File: config.mk
export PLATFORM = sky130hd
export DESIGN_NAME = alu_arbiter
export DESIGN_NICKNAME = d
export VERILOG_FILES = /design/src/rtl/alu_arbiter.sv
export SDC_FILE = /design/constraint.sdc
export NUM_CORES = 1
export LEC_CHECK = 0
export CAP_MARGIN = 20
export CORE_ASPECT_RATIO = 0.5
export CORE_MARGIN = 2
export CORE_UTILIZATION = 29
export DETAILED_ROUTE_END_ITERATION = 10
export MAX_ROUTING_LAYER = met4
export PLACE_DENSITY = 0.67
export SLEW_MARGIN = 10
export SYNTH_ARGS = -nofsm -noshare
export SYNTH_HDL_FRONTEND = slang
export SYNTH_SLANG_ARGS = --single-unit
File: constraint.sdc
create_clock -name clk -period 5.2 [get_ports clk]
set_clock_uncertainty 0.1 [all_clocks]
set_input_delay 1.04 -clock clk [delete_from_list [all_inputs] [get_ports clk]]
set_output_delay 1.04 -clock clk [all_outputs]
set_load 0.03 [all_outputs]
File: src/rtl/alu_arbiter.sv
// alu_arbiter
//   Shares one combinational ALU between four requesters. Each accepted
//   command is registered onto the ALU operand outputs. The ALU result is
//   captured one cycle later and then held as a response until the consumer
//   takes it. Only one command is in flight at a time. Requesters are served
//   round-robin, starting from the one after the last requester granted.
//
// Ports
//   clk, rst      single rising-edge clock, synchronous active-high reset
//   req_valid     per-requester command valid
//   req_a/req_b   packed operands, requester i at [i*WIDTH +: WIDTH]
//   req_opsel     packed opcodes, requester i at [i*3 +: 3]
//   req_ready     one-hot grant, only in IDLE (combinational)
//   alu_a/alu_b/alu_opsel  registered command to the shared ALU
//   alu_result    combinational result returned by the shared ALU
//   rsp_valid/rsp_id/rsp_result  response held until rsp_ready
//   rsp_ready     response consumer ready
//   busy          high whenever the FSM is not IDLE
module alu_arbiter #(
    parameter int WIDTH     = 8,
    parameter int MUL_WIDTH = 16,
    parameter int NUM_REQ   = 4
) (
    input  logic                     clk,
    input  logic                     rst,
    input  logic [NUM_REQ-1:0]       req_valid,
    input  logic [NUM_REQ*WIDTH-1:0] req_a,
    input  logic [NUM_REQ*WIDTH-1:0] req_b,
    input  logic [NUM_REQ*3-1:0]     req_opsel,
    output logic [NUM_REQ-1:0]       req_ready,
    output logic [WIDTH-1:0]         alu_a,
    output logic [WIDTH-1:0]         alu_b,
    output logic [2:0]               alu_opsel,
    input  logic [MUL_WIDTH-1:0]     alu_result,
    output logic                     rsp_valid,
    output logic [1:0]               rsp_id,
    output logic [MUL_WIDTH-1:0]     rsp_result,
    input  logic                     rsp_ready,
    output logic                     busy
);

    typedef enum logic [1:0] {
        IDLE = 2'd0,
        EXEC = 2'd1,
        RESP = 2'd2
    } state_t;

    state_t     state;
    state_t     state_next;
    logic [1:0] last_grant;
    logic [1:0] grant_idx;
    logic [1:0] cand;
    logic       grant_any;
    logic       accept;

    // Round-robin search: offsets 1..4 from last_grant. Offset 4 wraps to
    // last_grant itself, so a lone requester is always found.
    always_comb begin
        grant_any = 1'b0;
        grant_idx = 2'd0;
        cand      = last_grant;
        for (int k = 1; k <= NUM_REQ; k++) begin
            cand = last_grant + 2'(k);
            if (!grant_any && req_valid[cand]) begin
                grant_any = 1'b1;
                grant_idx = cand;
            end
        end
    end

    // Grant is suppressed while rst is high, so that nothing is offered
    // during reset.
    always_comb begin
        req_ready = '0;
        if (state == IDLE && grant_any && !rst) begin
            req_ready[grant_idx] = 1'b1;
        end
    end

    assign accept = |(req_valid & req_ready);
    assign busy   = (state != IDLE);

    always_comb begin
        state_next = state;
        case (state)
            IDLE:    if (accept) state_next = EXEC;
            EXEC:    state_next = RESP;
            RESP:    if (rsp_ready) state_next = IDLE;
            default: state_next = IDLE;
        endcase
    end

    always_ff @(posedge clk) begin
        if (rst) begin
            state <= IDLE;
        end else begin
            state <= state_next;
        end
    end

    // Command capture, result capture and response handshake. RESP always
    // returns to IDLE before a new grant, which gives the 3-cycle minimum
    // issue interval.
    always_ff @(posedge clk) begin
        if (rst) begin
            last_grant <= 2'd3;
            alu_a      <= '0;
            alu_b      <= '0;
            alu_opsel  <= '0;
            rsp_valid  <= 1'b0;
            rsp_id     <= '0;
            rsp_result <= '0;
        end else begin
            if (accept) begin
                alu_a      <= req_a[grant_idx*WIDTH +: WIDTH];
                alu_b      <= req_b[grant_idx*WIDTH +: WIDTH];
                alu_opsel  <= req_opsel[grant_idx*3 +: 3];
                last_grant <= grant_idx;
                rsp_id     <= grant_idx;
            end
            if (state == EXEC) begin
                rsp_result <= alu_result;
                rsp_valid  <= 1'b1;
            end else if (state == RESP && rsp_ready) begin
                rsp_valid  <= 1'b0;
            end
        end
    end

endmodule
## After elaboration in Yosys (flattened, before gate mapping)

Cells that the tools add are included.

- Register bits: 42
- Input bits: 99

- Multiplexer cells: 24
- Bitwise logic cells: 1
- $mul: 1
- Shifts and indexed selects: 3
- Reductions and logical operators: 16
- Equality and inequality tests: 4
- Order comparisons: 6
- $add $sub $neg: 3

Operator list:

| operator | number |
|---|---|
| variable part select 32 x 6 -> 8 bit | 2 |
| less-than comparator 2 x 3 -> 1 bit (second input constant) | 5 |
| 2-to-1 mux 2 bit | 6 |
| variable part select 12 x 5 -> 3 bit | 1 |
| 2-to-1 mux 1 bit | 11 |
| binary-select mux 1 bit (select 2 bit) | 4 |
| logical AND 1 bit | 7 |
| one-hot mux 2 bit (3 select lines) | 1 |
| adder 2 bit (second input constant) | 2 |
| bitwise AND 4 bit | 1 |
| logical NOT 1 bit | 4 |
| multiplier 2 x 2 -> 4 bit (second input constant) | 1 |
| 2-to-1 mux 4 bit | 1 |
| != test 2 bit (second input constant) | 2 |
| nonzero test 2 bit | 2 |
| OR reduction 4 bit | 1 |
| adder 2 x 1 -> 2 bit (second input constant) | 1 |
| demux 1 bit (select 2 bit) | 1 |
| equality test 2 x 1 -> 1 bit (second input constant) | 1 |
| equality test 2 bit (second input constant) | 1 |
| >= comparator 2 x 1 -> 1 bit (second input constant) | 1 |
| logical NOT 2 bit | 1 |
| AND reduction 2 bit | 1 |

## Depth between registers and ports, before layout

- Depth in word-level cells: 22
- Depth in mapped cells: 7
- Mapped depth without buffers: 5

## Worst setup path after synthesis

Ideal clock, no wire load.

- Path kind: input to output
- Start: input port req_valid[0]
- End: output port req_ready[0]
- Required time: 4.060 ns
- Arrival time: 2.182 ns
- Cell stages on the path: 6
- Setup slack: 1.878 ns
- Path buffers: 2
- Path through: buf_2 > nand2_1 > a211oi_2 > clkbuf_1 > nor2_1 > nor2_1

- Longest elaborated chain between the ends: 17
- Elaborated cells between the ends (all ways): 30
- Classes of those cells: order compare: 2; mux: 19; reduce/logical: 9

Ends and longest elaborated chain:

| what | RTL line | source |
|---|---|---|
| start: declaration | 26 | `input logic [NUM_REQ-1:0] req_valid,` |
| binary-select mux 1 bit (select 2 bit) | 64 | `if (!grant_any && req_valid[cand]) begin` |
| 2-to-1 mux 1 bit (not written as such) | 64 |  |
| 2-to-1 mux 1 bit | 64 |  |
| logical NOT 1 bit | 64 |  |
| logical AND 1 bit | 64 |  |
| 2-to-1 mux 1 bit | 64 |  |
| logical NOT 1 bit | 64 |  |
| logical AND 1 bit | 64 |  |
| 2-to-1 mux 1 bit | 64 |  |
| logical NOT 1 bit | 64 |  |
| logical AND 1 bit | 64 |  |
| 2-to-1 mux 2 bit | 64 |  |
| less-than comparator 2 x 3 -> 1 bit (not written as such) or >= comparator 2 x 1 -> 1 bit (tied branches) | 76 | `req_ready[grant_idx] = 1'b1;` |
| logical AND 1 bit (not written as such) | 76 |  |
| 2-to-1 mux 1 bit (not written as such) | 76 |  |
| demux 1 bit (select 2 bit) | 76 |  |
| 2-to-1 mux 4 bit * | 75 | `if (state == IDLE && grant_any && !rst) begin` |
| end: declaration | 30 | `output logic [NUM_REQ-1:0] req_ready,` |

Every way passes the cells marked *; elsewhere a longest branch is shown, timed or not. The select of a mux whose other input is x is not followed.

## Worst setup path in the final report

- Start: input port req_valid[3]
- End: output port req_ready[3]

Same word-level chain as after synthesis.

==> impl_metrics.py <==
metrics = {
    "power": {
        "power_switching_share": 0.3130,
        "switchingPower_mw": 0.3427,
        "clock_power_share": 0.326,
        "p_leak_nw": 1.370,
        "overall_power_mw": 1.095,
        "combPwrFrac": 0.330,
        "power_density_nw_per_um2": 286.7,
        "seq_power_share": 0.344,
        "vdd_ir_drop_max_uv": 123.2,
        "p_int_mw": 0.7522,
    },
    "worst_setup_path": {
        "worst_path_max_delay_cell": "clkdlybuf4s50_1",
        "crit_path_cell_trace": "clkdlybuf4s50_1, nor4_1, nand2b_4, inv_2, and3_1, buf_4",
        "slowest_delay_ps": 700,
        "crit_arrival_ps": 3220,
        "worst-r2r-setup-slack_ps": 3190,
        "worstPathMaxFanout": 27,
        "critical_path_required_ps": 4060,
        "cp-end-kind": "output pin",
        "crit_path_start_kind": "input port",
        "worst-setup-path-type": "in2out",
    },
    "run_status": {
        "run_status": "completed",
    },
    "placed_design": {
        "hpwl_um": 6084,
        "placement.cell_area_um2": 3642,
        "numPlacedInstances": 494,
        "io_buffers": 141,
        "place_congestion": 0.8303,
        "post_place_setup_slack_ps": 920.1,
    },
    "floorplan": {
        "die-height_um": 66.32,
        "initial_util": 0.3030,
        "fp.coreArea_um2": 7432,
        "die_width_um": 128.6,
        "fp.dieArea_um2": 8530,
        "core.rowCount": 22,
        "ios": 142,
    },
    "clocking": {
        "clk_pin_slew_worst_paths_ps": 60,
        "count_of_h_tree_levels_built_during_cts": 2,
        "holdBufCountCts": 0,
        "post_cts_buffers": 0,
        "cts_buffers": 5,
        "clk_path_buf_depth": 2,
        "cts_resized": 0,
        "cts_tree": "done",
        "worstSkewPairLatency_ps": 290,
        "cts.sink_count": 42,
        "cts.root.buffer_cell": "clkbuf_16",
    },
    "timing": {
        "worst_slack_setup_final_ps": 838.8,
        "finalHoldWorstSlack_ps": 355.5,
        "final_period_minus_worst_setup_slack_ps": 4361,
        "timing_hold_violations_final": 0,
        "worst_margin_pin_slew_ps": 830.8,
        "grt_setup_unrepaired": "false",
        "fmax_ghz": 0.2293,
        "min_period_over_period": 0.8387,
        "drv_slew": 0,
        "slew-limit-headroom": 0.4448,
        "setup_tns_ps": 0,
        "report.final.setup_viol": 0,
    },
    "finish": {
        "fin_nets": 505,
        "final-instance-count-excl-fill": 503,
        "final_util": 0.5138,
        "final_design_area_no_fill_um2": 3819,
        "post_route_cells_drive_above_1_share": 0.07371,
        "antenna_cells": 0,
        "layout-area-overhead-vs-synth_pct": 69.56,
    },
    "route": {
        "detail_route.drc_violations": 0,
        "dr.first_iter.drc_count": 185,
        "1st_pass_router_iterations": 4,
        "routed_vias": 2652,
        "drt-wirelength-per-cell_um": 16.86,
        "post_drt_via_cell_ratio": 5.272,
        "postRouteWirelength_um": 8481,
        "drt.antenna.violating_nets": 0,
    },
    "yosys": {
        "synth_area_leader_cell": "dfxtp_1",
        "ys_seq_area_frac": 0.3733,
        "netlist_top_cells_area": "dfxtp_1 (37%), a21oi_1 (8.4%), a311oi_1 (7.4%), a32oi_1 (7.4%), nand2_1 (5.5%)",
        "synth.net_count": 381,
        "synth-warning-count": 0,
        "postSynthAreaPerCell_um2": 7.986,
        "async_reset_ff_frac": 0,
        "post_synth_inst_count": 282,
        "synth_seq_cells": 42,
        "post_synth_instance_area_um2": 2252,
        "synth-edff-count": 0,
        "yosysTopAreaCellShare": 0.3733,
        "ys.flop_type": "dfxtp_1",
        "ys_types": 40,
    },
    "min_path": {
        "hp-class": "reg2reg",
    },
    "global_route": {
        "antenna_found_initial": 0,
        "via_count_of_the_first_global_routing_pass": 2616,
        "grt.overflow.total": 0,
        "grt.total_usage": 0.2022,
        "grt_first_pass_wirelength_um": 13050,
        "pin_count_of_the_biggest_net_entering_global_routing": 42,
    },
    "run": {
        "cap_violations": 0,
    },
}
## power by group through the flow
| stage | Combinational [mW] | Clock [mW] | Sequential [mW] |
|---|---|---|---|
| after floorplan | 0.146 | 0 | 0.434 |
| after global routing | 0.387 | 0.383 | 0.380 |
| after detailed placement | 0.358 | 0 | 0.383 |
| after global placement | 0.352 | 0 | 0.381 |
| after CTS | 0.359 | 0.367 | 0.376 |
| final | 0.361 | 0.357 | 0.376 |
## layout make-up
cell class                 count  area (µm²)
inverter                       3       11.26
clock inverter                 3       43.79
fill                         694        3613
timing repair buffer         148        1456
tap                           96       120.1
multi-input combinational    206        1221
clock buffer                   5       125.1
sequential                    42       840.8
## cells in the final DEF, fill, tap and decap left out, types with 10 or more instances in the layout
master	instances
nand2_1	33
a32oi_1	19
buf_4	10
o21ai_0	21
dfxtp_1	42
a311oi_1	19
nor2_1	27
clkdlybuf4s50_1	138
and2_1	17
a21oi_1	38
## Yosys cell counts (3+ instances only)
| cell type | instances |
|---|---|
| a311oi_1 | 19 |
| and2_2 | 3 |
| o21ai_0 | 21 |
| dfxtp_1 | 42 |
| nor2_1 | 27 |
| buf_2 | 11 |
| a21oi_1 | 38 |
| and2_1 | 17 |
| a32oi_1 | 19 |
| and3_1 | 3 |
| nor3_1 | 3 |
| nand2_1 | 33 |
| nand2b_1 | 3 |
| clkbuf_1 | 13 |
## worst paths after layout
| check | startpoint | endpoint | depth (start not counted) |
|---|---|---|---|
| max | req_valid[3] | req_ready[3] | 6 |
| min reg2reg | rsp_result[8] | rsp_result[8] | 2 |
| max reg2reg | state[1] | alu_b[1] | 5 |
| min | rsp_result[8] | rsp_result[8] | 2 |
## kinds of logic (layout without fill, tap and decap cells)
| logic type | after synthesis | in the layout | synth area share |
|---|---|---|---|
| buffers and inverters | 34 | 159 | 0.08444 |
| flip-flops | 42 | 42 | 0.3733 |
| AND/OR/NAND/NOR | 100 | 100 | 0.2211 |
| AO/OA/AOI/OAI | 106 | 106 | 0.3211 |
## layer usage
metal  global-route usage  vias to the layer above  part of all wire  routed length (µm)
li1                     -                     1270                 -                   -
met4              0.05978                        0             0.012                  99
met3              0.03883                        8             0.053                 450
met2               0.3457                      105              0.48                4056
met1               0.2464                     1269              0.46                3874
met5                    -                        -                 0                   0
## state kept, by name, indices dropped and copies added (netlist names)
register	count
rsp_result	16
last_grant	2
alu_a	8
rsp_valid	1
state	2
rsp_id	2
alu_opsel	3
alu_b	8
## worst max-delay path, delay by kind of cell
| family | cells | cell delay (ps) |
|---|---|---|
| buf+inv | 3 | 1150 |
| simple gates | 3 | 1020 |
(Power assumes the default switching activity.)
==> RTL change, RTL diff (config.mk and constraints unchanged) <==
Encoding of `state_t`: now one-hot (3 bits for 3 states).
--- a/src/rtl/alu_arbiter.sv
+++ b/src/rtl/alu_arbiter.sv
@@ -41,6 +41,6 @@
 
-    typedef enum logic [1:0] {
-        IDLE = 2'd0,
-        EXEC = 2'd1,
-        RESP = 2'd2
+    typedef enum logic [2:0] {
+        IDLE = 3'b001,
+        EXEC = 3'b010,
+        RESP = 3'b100
     } state_t;
Function: no difference found for any inputs over 10 cycles, from zero or initial values and one cycle with rst high; not proved beyond that.
==> RTL change against the unedited design <==
Hold slack worse by 0.0017 ns; combinational power rose by 9.7%; routed wire length down 19%; sequential cell count rose by 1; via count shrank 15%; power rose by 1.1%; worst setup slack improved by 0.44 ns; area after synthesis shrank 14%; non-clock buffer count is 3 lower; first-iteration DRC count up 11%; final area is 7.1% lower; critical endpoint is now req_ready[2]; highest routed layer unchanged.
==> RTL change: results (changes against the unedited design) <==
Placement Setup Slack: 1.31 ns (+0.392 ns)
synthesis warning total: 0 (unchanged)
WL met3: 273 um (-39%)
delay of the slowest critical-path stage: 0.62 ns (-0.08 ns)
top cells by area, synth: dfxtp_1 (45%), nand2_1 (11%), a222oi_1 (9.9%)
via density per instance: 4.97 (-5.8%)
clk root buf: clkbuf_16
length of routed wiring on met1: 2.92 mm (-25%)
total cell area at the placement stage: 3400 um2 (-6.7%)
number of cells after detailed placement: 446 (-9.7%)
slowest cell on the critical path: o211a_1
Netlist cell types: 27 (-33%)
synthesized-area fraction occupied by xor and xnor cells: 0% (unchanged)
post-DP HPWL: 5.18 mm (-15%)
Main synth FF type: dfxtp_1
Crit path max-delay family: compound AO/OA/AOI/OAI gates
critical path peak fanout: 21 (-22%)
fillcell total: 544 (-22%)
ranking of synthesized cells by instance count: nand2_1 (55), dfxtp_1 (43), nor2_1 (27)
pin count of the biggest net entering global routing: 47 (+12%)
first-pass GRT wire length: 10.8 mm (-17%)
global router's overall resource usage: 19.1% (-1.1 points)
transition time of the tightest slew-check pin: 0.917 ns (+0.0864 ns)
met2 wirelength from detailed routing: 3.58 mm (-12%)
result of the run: finished, final reports clean
drt wl/cell: 15.2 um (-9.8%)
sequential area share after synthesis: 44.6% (+7.3 points)
Leak Pwr: 1.22 nW (-11%)
Final Wtd Congestion: 0.785 (-5.5%)
count of H-tree levels built during CTS: 2 (unchanged)
net count after synthesis: 333 (-13%)
number of nets in the finished design: 464 (-8.1%)
violation count after the first detailed-route iteration: 206 (+11%)
number of global-route vias before repair: 2189 (-16%)
register area: 861 um2 (+2.4%)
drt total wl: 6.91 mm (-19%)
Gates resized, CTS repair: 0 (unchanged)
layout cells sized above 1: 6.28% (-1.1 points)
uppermost signal routing layer after detailed routing: met4
CTS clock-pin slew for the worst setup and hold paths: 0.07 ns
portion of netlist area occupied by mux cells: 0.519% (+0.52 points)
number of antenna violations at the first check in global routing: 0 (unchanged)
post-synthesis average cell area: 8.24 um2 (+3.2%)
CP Data Arrival Time: 2.78 ns (-0.44 ns)
Regs by FF count: rsp_result: 16 flops, alu_a: 8 flops, alu_b: 8 flops
number of iterations in the first detailed-routing pass: 5 (+1)
adder and majority cell fraction of the synthesized area: 0% (unchanged)
worst-case vdd ir drop: 168 uV (+36%)
Compound-Gate Fraction of Synth Area: 27.3% (-4.9 points)
==> RTL change: logic make-up (layout without fill, tap and decap cells) <==
kind of cell	Yosys count	count (layout)
mux	1	1
flops	43	43
simple gates	101	101
compound gates	67	67
buf+inv	22	154
==> RTL change: area by class of cell <==
class	instances	share of cell area, %
Timing Repair Buffer	145	40.4
Multi-Input combinational cell	169	27.9
Sequential cell	43	24.3
Tap cell	88	3.11
Clock inverter	3	0.670
Inverter	1	0.106
Clock buffer	5	3.53
==> RTL change: final timing paths <==
path / from / end / slack (ns) / depth (start not counted)
setup / recovery: req_valid[1] / req_ready[2] / 1.28 / 5
hold / removal: rsp_result[1] / rsp_result[1] / 0.35 / 2
setup reg to reg: state[0] / alu_b[1] / 3.10 / 6
hold reg to reg: rsp_result[1] / rsp_result[1] / 0.35 / 2
==> RTL change: layer usage <==
metal | up-vias | track usage, %
li1 | 1128 | -
met1 | 1042 | 21.5
met2 | 71 | 36.0
met3 | 14 | 3.33
met4 | 0 | 5.88
met5 | - | -
==> RTL change: worst min-delay path, delay by kind of cell, from the launching register on <==
family,cells,cell delay (ns)
DFF,1,0.31
and+or+nand+nor,1,0.05
AOI/OAI and AO/OA,1,0.05
==> RTL change: where the power goes <==
group	leakage, nW	switching [mW]	internal, mW	total [mW]
Clock	0.0664	0.134	0.179	0.313
Combinational	0.805	0.206	0.191	0.396
Sequential	0.352	0.0274	0.370	0.397
Total	1.22	0.367	0.740	1.11
